`src/rtl/npu_pkg.sv`:
```
// Shared constants and configuration type for the PE requantization stage.
// All datapath widths are fixed here so every file agrees on them.
package npu_pkg;

  localparam int ACC_WIDTH   = 32;
  localparam int DATA_WIDTH  = 8;
  localparam int SCALE_WIDTH = 16;
  localparam int SHIFT_WIDTH = 5;
  localparam int CNT_WIDTH   = 16;

  localparam int SUM_WIDTH  = ACC_WIDTH + 1;
  localparam int PROD_WIDTH = SUM_WIDTH + SCALE_WIDTH;

  localparam int INT8_MAX = 127;
  localparam int INT8_MIN = -128;

  typedef struct packed {
    logic signed [ACC_WIDTH-1:0]  bias;
    logic        [SCALE_WIDTH-1:0] scale;
    logic        [SHIFT_WIDTH-1:0] shift;
    logic signed [DATA_WIDTH-1:0] zp;
    logic                         relu;
  } requant_cfg_t;

  localparam requant_cfg_t CFG_RESET = '{
    bias:  '0,
    scale: SCALE_WIDTH'(1),
    shift: '0,
    zp:    '0,
    relu:  1'b0
  };

endpackage

```
`src/rtl/npu_pipe_reg.sv`:
```
// One pipeline slot: valid/data register that loads whenever it is empty or
// its contents move on, so bubbles collapse and stalls hold data stable.
module npu_pipe_reg #(
  parameter int WIDTH = 8
) (
  input  logic             clk,
  input  logic             rst_n,
  input  logic             in_valid,
  input  logic [WIDTH-1:0] in_data,
  input  logic             next_ready,
  output logic             ready,
  output logic             valid,
  output logic [WIDTH-1:0] data
);

  assign ready = !valid || next_ready;

  always_ff @(posedge clk or negedge rst_n) begin
    if (!rst_n) begin
      valid <= 1'b0;
      data  <= '0;
    end else if (ready) begin
      valid <= in_valid;
      if (in_valid) data <= in_data;
    end
  end

endmodule

```
`src/rtl/pe_requant.sv`:
```
// Requantizes signed accumulator results to int8: bias, scale, rounding shift,
// zero point, optional ReLU and saturation, in a 3-stage valid/ready pipeline.
module pe_requant
  import npu_pkg::*;
(
  input  logic                   clk,
  input  logic                   rst_n,
  input  logic                   in_valid,
  output logic                   in_ready,
  input  logic [ACC_WIDTH-1:0]   acc_in,
  output logic                   out_valid,
  input  logic                   out_ready,
  output logic [DATA_WIDTH-1:0]  data_out,
  input  logic                   cfg_load,
  input  logic [ACC_WIDTH-1:0]   cfg_bias,
  input  logic [SCALE_WIDTH-1:0] cfg_scale,
  input  logic [SHIFT_WIDTH-1:0] cfg_shift,
  input  logic [DATA_WIDTH-1:0]  cfg_zp,
  input  logic                   cfg_relu,
  output logic                   cfg_ack,
  output logic                   busy,
  output logic [CNT_WIDTH-1:0]   sat_count,
  input  logic                   cnt_clr
);

  localparam int VW = PROD_WIDTH + 2;
  localparam logic signed [VW-1:0]         V_MAX   = VW'(INT8_MAX);
  localparam logic signed [VW-1:0]         V_MIN   = VW'(INT8_MIN);
  localparam logic signed [PROD_WIDTH:0]   RND_ONE = (PROD_WIDTH + 1)'(1);

  requant_cfg_t cfg_reg;
  logic cfg_ack_reg;
  logic cfg_apply;
  logic [CNT_WIDTH-1:0] sat_count_reg;

  logic s1_valid, s2_valid, s3_valid;
  logic s1_ready, s2_ready, s3_ready;
  logic [SUM_WIDTH-1:0]  sum_next, s1_sum;
  logic [PROD_WIDTH-1:0] prod_next, s2_prod;
  logic [DATA_WIDTH:0]   res_next, s3_res;

  logic signed [PROD_WIDTH-1:0] sum_ext, scale_ext;
  logic signed [PROD_WIDTH:0]   prod_ext, rnd, biased, rounded;
  logic signed [VW-1:0]         v, zp_ext;

  assign busy      = s1_valid || s2_valid || s3_valid;
  // Config only changes with the pipe empty, so in-flight beats never see it move.
  assign cfg_apply = cfg_load && !busy && !cfg_ack_reg;
  assign in_ready  = s1_ready && !cfg_apply;

  assign sum_next  = {acc_in[ACC_WIDTH-1], acc_in} + {cfg_reg.bias[ACC_WIDTH-1], cfg_reg.bias};
  assign sum_ext   = {{SCALE_WIDTH{s1_sum[SUM_WIDTH-1]}}, s1_sum};
  assign scale_ext = {{SUM_WIDTH{1'b0}}, cfg_reg.scale};
  assign prod_next = sum_ext * scale_ext;

  always_comb begin
    prod_ext = {s2_prod[PROD_WIDTH-1], s2_prod};
    rnd      = '0;
    if (cfg_reg.shift != '0) rnd = RND_ONE << (cfg_reg.shift - SHIFT_WIDTH'(1));
    biased   = prod_ext + rnd;
    rounded  = biased >>> cfg_reg.shift;
    zp_ext   = {{(VW - DATA_WIDTH){cfg_reg.zp[DATA_WIDTH-1]}}, cfg_reg.zp};
    v        = {rounded[PROD_WIDTH], rounded} + zp_ext;
    if (cfg_reg.relu && (v < zp_ext)) v = zp_ext;
    // Top bit of the stage-3 word flags a clipped result for the counter.
    if (v > V_MAX)      res_next = {1'b1, V_MAX[DATA_WIDTH-1:0]};
    else if (v < V_MIN) res_next = {1'b1, V_MIN[DATA_WIDTH-1:0]};
    else                res_next = {1'b0, v[DATA_WIDTH-1:0]};
  end

  npu_pipe_reg #(.WIDTH(SUM_WIDTH)) u_s1 (
    .clk(clk), .rst_n(rst_n), .in_valid(in_valid && in_ready), .in_data(sum_next),
    .next_ready(s2_ready), .ready(s1_ready), .valid(s1_valid), .data(s1_sum)
  );

  npu_pipe_reg #(.WIDTH(PROD_WIDTH)) u_s2 (
    .clk(clk), .rst_n(rst_n), .in_valid(s1_valid), .in_data(prod_next),
    .next_ready(s3_ready), .ready(s2_ready), .valid(s2_valid), .data(s2_prod)
  );

  npu_pipe_reg #(.WIDTH(DATA_WIDTH + 1)) u_s3 (
    .clk(clk), .rst_n(rst_n), .in_valid(s2_valid), .in_data(res_next),
    .next_ready(out_ready), .ready(s3_ready), .valid(s3_valid), .data(s3_res)
  );

  always_ff @(posedge clk or negedge rst_n) begin
    if (!rst_n) begin
      cfg_reg     <= CFG_RESET;
      cfg_ack_reg <= 1'b0;
    end else begin
      cfg_ack_reg <= cfg_apply;
      if (cfg_apply) begin
        cfg_reg <= '{bias: cfg_bias, scale: cfg_scale, shift: cfg_shift,
                     zp: cfg_zp, relu: cfg_relu};
      end
    end
  end

  always_ff @(posedge clk or negedge rst_n) begin
    if (!rst_n) begin
      sat_count_reg <= '0;
    end else if (cnt_clr) begin
      sat_count_reg <= '0;
    end else if (s3_valid && out_ready && s3_res[DATA_WIDTH] && (sat_count_reg != '1)) begin
      sat_count_reg <= sat_count_reg + 1'b1;
    end
  end

  assign out_valid = s3_valid;
  assign data_out  = s3_res[DATA_WIDTH-1:0];
  assign cfg_ack   = cfg_ack_reg;
  assign sat_count = sat_count_reg;

endmodule

```
`config.mk`:
```
export PLATFORM = sky130hd
export DESIGN_NAME = pe_requant
export DESIGN_NICKNAME = d
export VERILOG_FILES = /design/src/rtl/npu_pkg.sv /design/src/rtl/npu_pipe_reg.sv /design/src/rtl/pe_requant.sv
export SDC_FILE = /design/constraint.sdc
export NUM_CORES = 2
export LEC_CHECK = 0
export BUFFER_PORTS_ARGS = -buffer_cell sky130_fd_sc_hd__buf_2
export CORE_MARGIN = 2
export CORE_UTILIZATION = 59
export CTS_CLUSTER_SIZE = 8
export DETAILED_ROUTE_END_ITERATION = 12
export PLACE_DENSITY_LB_ADDON = 0.05
export SETUP_SLACK_MARGIN = 0.3
export SYNTH_ARGS = -nofsm -noshare
export SYNTH_HDL_FRONTEND = slang
export SYNTH_SLANG_ARGS = --single-unit
```
`constraint.sdc`:
```
create_clock -name clk -period 14.3 [get_ports clk]
set_input_delay 0 -clock clk [delete_from_list [all_inputs] [get_ports clk]]
set_output_delay 0 -clock clk [all_outputs]
set_load 0.01 [all_outputs]
```
### Yosys cells after proc, flatten, opt, wreduce, memory -nomap -nowiden

Index checks and enable logic that the tools add are counted.

* bits in registers: 173
* output and inout port bits: 28

* reduce and logical (&&, ||, !) cells: 24
* multiply operators: 1
* shift-type cells: 2
* $add $sub $neg: 5
* magnitude comparators: 3
* muxes and demuxes: 6
* equal/unequal tests: 1

Operator list (count)
* 50-bit by 8-bit adder with 51-bit output: 1
* 51-bit by 8-bit > comparator with 1-bit output, second input constant: 1
* 51-bit by 8-bit less-than comparator with 1-bit output: 1
* 51-bit by 8-bit less-than comparator with 1-bit output, second input constant: 1
* 51-bit 2-to-1 mux: 1
* 49-bit by 50-bit adder with 50-bit output: 1
* 50-bit 2-to-1 mux: 1
* 1-bit by 5-bit left shift with 50-bit output, first input constant: 1
* 50-bit by 5-bit >>> shifter with 50-bit output: 1
* 33-bit by 17-bit multiplier with 49-bit output: 1
* 32-bit by 32-bit adder with 33-bit output: 1
* 16-bit 2-to-1 mux: 2
* 9-bit 2-to-1 mux: 2
* 16-bit by 1-bit adder with 16-bit output, second input constant: 1
* 16-bit != test, second input constant: 1
* 1-bit logical AND: 8
* 1-bit logical NOT: 6
* 2-bit AND reduction: 3
* 1-bit logical OR: 5
* 5-bit nonzero test: 1
* 5-bit by 1-bit subtractor with 5-bit output, second input constant: 1
* 2-bit nonzero test: 1

### Depth between registers and ports, before layout

* depth in word-level cells: 12
* mapped depth: 47
* gate-level depth less buffers: 42

### Modules after synthesis

Synthesis repeated with hierarchy kept, for this count alone.

* cells, all modules: 4321
* area total of the unflattened synthesis: 36844.1 um^2

Modules (own cells, without submodules)
* pe_requant: instances 1, sequential area each 1978.1 um^2, area an instance 33081.7 um^2, cells each 4119
* npu_pipe_reg (u_s2): instances 1, sequential area each 1251.2 um^2, area an instance 1909.3 um^2, cells each 107
* npu_pipe_reg (u_s1): instances 1, sequential area each 850.8 um^2, area an instance 1427.6 um^2, cells each 73
* npu_pipe_reg (u_s3): instances 1, sequential area each 250.2 um^2, area an instance 425.4 um^2, cells each 22

### Worst setup path after synthesis

No wires, ideal clock.

* path kind: register to register
* from: reg cfg_reg[10] in the netlist's numbering
* to: reg u_s3.data[8]
* slack: 4.266 ns
* stages on the path, launching flop included: 45
* arrival: 9.901 ns
* buffers on the path: 7
* period minus slack after synthesis: 10.034 ns
* path through: dfrtp_1 -> clkbuf_1 -> buf_1 -> clkbuf_1 -> clkbuf_1 -> nor2_1 -> nand2_1 -> nor2_1 -> ha_1 -> buf_2 -> and3_4 -> a221o_1 -> a41o_1 -> a211o_1 -> or3_4 -> buf_6 -> o21a_1 -> nand2_1 -> (+9 left out) -> nor2_1 -> a31oi_1 -> nand3_1 -> o21ai_1 -> mux2_2 -> or2_2 -> ha_1 -> a21o_1 -> a21oi_1 -> o21ai_0 -> a21oi_1 -> mux2i_1 -> nor2_1 -> nand4_1 -> or4_1 -> nor4_1 -> nor2_1 -> o2bb2ai_1

* cells in the longest elaborated chain, start to end: 12

RTL lines
* from (decl): line pe_requant.sv:31 `requant_cfg_t cfg_reg;`
* from (signal assigned): line pe_requant.sv:93 `cfg_reg <= '{bias: cfg_bias, scale: cfg_scale, shift: cfg_shift,`
* 5-bit by 1-bit subtractor with 5-bit output: line pe_requant.sv:59 `if (cfg_reg.shift != '0) rnd = RND_ONE << (cfg_reg.shift - SHIFT_WIDTH'(1));`
* 1-bit by 5-bit left shift with 50-bit output: line pe_requant.sv:59
* 50-bit 2-to-1 mux: line pe_requant.sv:59
* 49-bit by 50-bit adder with 50-bit output: line pe_requant.sv:60 `biased = prod_ext + rnd;`
* 50-bit by 5-bit >>> shifter with 50-bit output *: line pe_requant.sv:61 `rounded = biased >>> cfg_reg.shift;`
* 50-bit by 8-bit adder with 51-bit output *: line pe_requant.sv:63 `v = {rounded[PROD_WIDTH], rounded} + zp_ext;`
* 51-bit by 8-bit less-than comparator with 1-bit output: line pe_requant.sv:64 `if (cfg_reg.relu && (v < zp_ext)) v = zp_ext;`
* 1-bit logical AND: line pe_requant.sv:64
* 51-bit 2-to-1 mux *: line pe_requant.sv:64
* 51-bit by 8-bit less-than comparator with 1-bit output: line pe_requant.sv:67 `else if (v < V_MIN) res_next = {1'b1, V_MIN[DATA_WIDTH-1:0]};`
* 9-bit 2-to-1 mux: line pe_requant.sv:67
* 9-bit 2-to-1 mux *: line pe_requant.sv:66 `if (v > V_MAX) res_next = {1'b1, V_MAX[DATA_WIDTH-1:0]};`
* to (signal assigned): line npu_pipe_reg.sv:24 `if (in_valid) data <= in_data;`
* to (decl): line npu_pipe_reg.sv:13 `output logic [WIDTH-1:0] data`

Mark *: on every way between the ends. The rest lies on a longest branch, timed or not.
A chain may end at the register's enable or synchronous reset.

### Final worst setup path

* from: reg cfg_reg[9] in the netlist's numbering
* to: reg u_s3.data[8]

Same word-level chain as after synthesis.

==> reports/metrics.cfg <==
[critical_path]
r2r_end=u_s3.data[8]
worstSetupPathType=reg2reg
r2r_setup_slack_ns=1.84
r2r_start=cfg_reg[9]
reg2regPathDepth=37
crit_fanout=49
worstPathArrival_ns=12.81
path_buf_inv=2
slowest_delay_ns=0.76
endpoint_kind=flop
crit_slowest_cell=a311oi_1
crit_path_start_kind=flop
crit_required_ns=14.65
crit_family=simple AND/OR/NAND/NOR gates

[floorplan]
rows=91
die_h_um=252.4
start_util=0.5932
fp.dieW_um=252.4
die-area_sq_um=63710
ios=128
core_sq_um=61370

[sta]
fin_ws_ns=1.839
final_hold_viol_count=0
slew_headroom=0.2781
finalSetupTns_ns=0
fmax_mhz=80.25
slew_violations=0
finalCritPeriodShare=0.8714
worst_pin_slew_ns=1.082
skew_ns=0.01796
rsz0062_at_grt=no
setup_viol_count_final=0
period_minus_slack_ns=12.46

[status]
outcome=complete, no violations

[placed_design]
dp_worst_setup_slack_ns=2.043
gp_congestion=0.9671
numPortBuffers=127
dp_hpwl_um=79150

[layout]
syn_to_final_growth_pct=6.341
register_area_sq_um=4340
final_nets=5323
fillers=5479
largest_register_ffs=62
multi_input_area_sq_um=28920
layout-drive-gt1-share=0.06381

[synthesis]
synth_commonest_cells=nand2_1, inv_1, fa_1, ha_1, and2_1
synthCells=4417
synth_xor_area_frac=0.04066
synth_edf_count=0
async_flop_share=1.000
synth_compound_area_frac=0.1499
yosys.area.top_type=fa_1
syn_area_sq_um=36410
synth_area_leaders=fa_1, dfrtp_1, ha_1, nand2_1, inv_1
yosys_warnings=0
synth_ff_type=dfrtp_1
syn-num-nets=5301
synthMuxAreaShare=0.03694
synth_top_area_share=0.2755
synth_most_common_cell=nand2_1
ys_types=89
syn_avg_cell_area_sq_um=8.243
synth-seq-cells=173
synth-seq-area-share=0.1189
synth_top_family_by_area=adder cells
synthAdderAreaFrac=0.3727
synth-simple-area-share=0.1938

[job]
cap_violations=0

[cts]
clock_path_buffers=2
numCtsBuffers=17
cts_resized=0
h-tree-depth=4
cts_tree=done
clk_latency_ns=0.48
cts_root_buf=clkbuf_16
cts_setup_buffers=0
hold_buffers=77
path_clk_slew_ns=0.09
cts.sinks=173

[min_path]
hold_path_class=in2async

[detailed_routing]
dr.pass1.iters=6
wl_per_cell_um=19.79
vias=31200
drc_errors=0
totalWireLength_um=103700
vias_per_cell=5.952
ant_nets=0
drt_first_iter_violations=2347

[global_route]
met3_usage=0.05427
grt_util_met1=0.4504
grtUsageMet2=0.5472
antenna_found_initial=0
busiest_layer=met2
track_usage=0.3361
grt_pass1_vias=31535
grt-ovfl-total=0
grt_pass1_wl_um=168700
grt_max_degree=94

cells in the final DEF (no fill, tap or decap), types with 24 or more instances in the layout:
cell type	n
and2_1	235
ha_1	283
buf_4	26
inv_1	601
xnor2_1	91
dfrtp_1	164
nand4_1	42
nand2b_1	27
o211ai_1	32
and3_1	37
a211oi_1	38
fa_1	501
a21oi_1	185
nand3_1	62
mux2_2	30
a31oi_1	24
buf_2	126
dlygate4sd3_1	77
xor2_1	78
mux2i_1	59
nor3_1	58
a21o_1	93
o31ai_1	26
nand2_1	744
nor2_1	194
o21ai_0	216
or3_1	24
through the flow:
step	hold WS (ns)	area, sq um	utilization	cells
2_1_floorplan	-0.2956	36410	-	4417
5_1_grt	0.05015	38710	0.6308	5241
6_report	0.03703	38720	0.6309	5242
3_5_place_dp	0.007954	37350	0.6087	5133
3_3_place_gp	0.006870	37350	0.6087	5133
4_1_cts	0.0007803	38710	0.6308	5241
layer usage:
metal  wire [um]  vias to the layer above
met5           0                        -
met4        4090                        0
met3        7176                      209
met2       48240                     1111
met1       44230                    15251
li1            -                    14629
layout make-up:
class | count | share of cell area
Sequential cell | 173 | 0.1121
Clock inverter | 13 | 0.003846
Tap cell | 790 | 0.02553
Multi-Input combinational cell | 3413 | 0.7470
Timing Repair Buffer | 230 | 0.04159
Clock buffer | 18 | 0.01134
Inverter | 604 | 0.05856
Antenna cell | 1 | 0.00006463
logic make-up (layout without fill, tap and decap cells):
family                     Yosys count  in the layout
muxes                              108            108
and+or+nand+nor                   1511           1511
AOI/OAI and AO/OA                  840            840
adders and majority gates          784            784
DFF                                173            173
xor gates and xnor gates           169            169
buffers and inverters              831            865
other                                1              2
worst max path at each step:
stage	from	endpoint	slack, ns	depth (start not counted)
2_1_floorplan	cfg_reg[10]	u_s3.data[8]	4.27	44
3_3_place_gp	cfg_reg[9]	u_s3.data[8]	2.42	38
3_5_place_dp	cfg_reg[9]	u_s3.data[1]	2.04	38
4_1_cts	cfg_reg[9]	u_s3.data[1]	1.99	38
5_1_grt	cfg_reg[9]	u_s3.data[1]	0.88	38
6_report	cfg_reg[9]	u_s3.data[8]	1.84	37
Power is left out: the tool's default activity adds up to more than one toggle a clock period on the data nets, which glitch-free logic cannot reach.
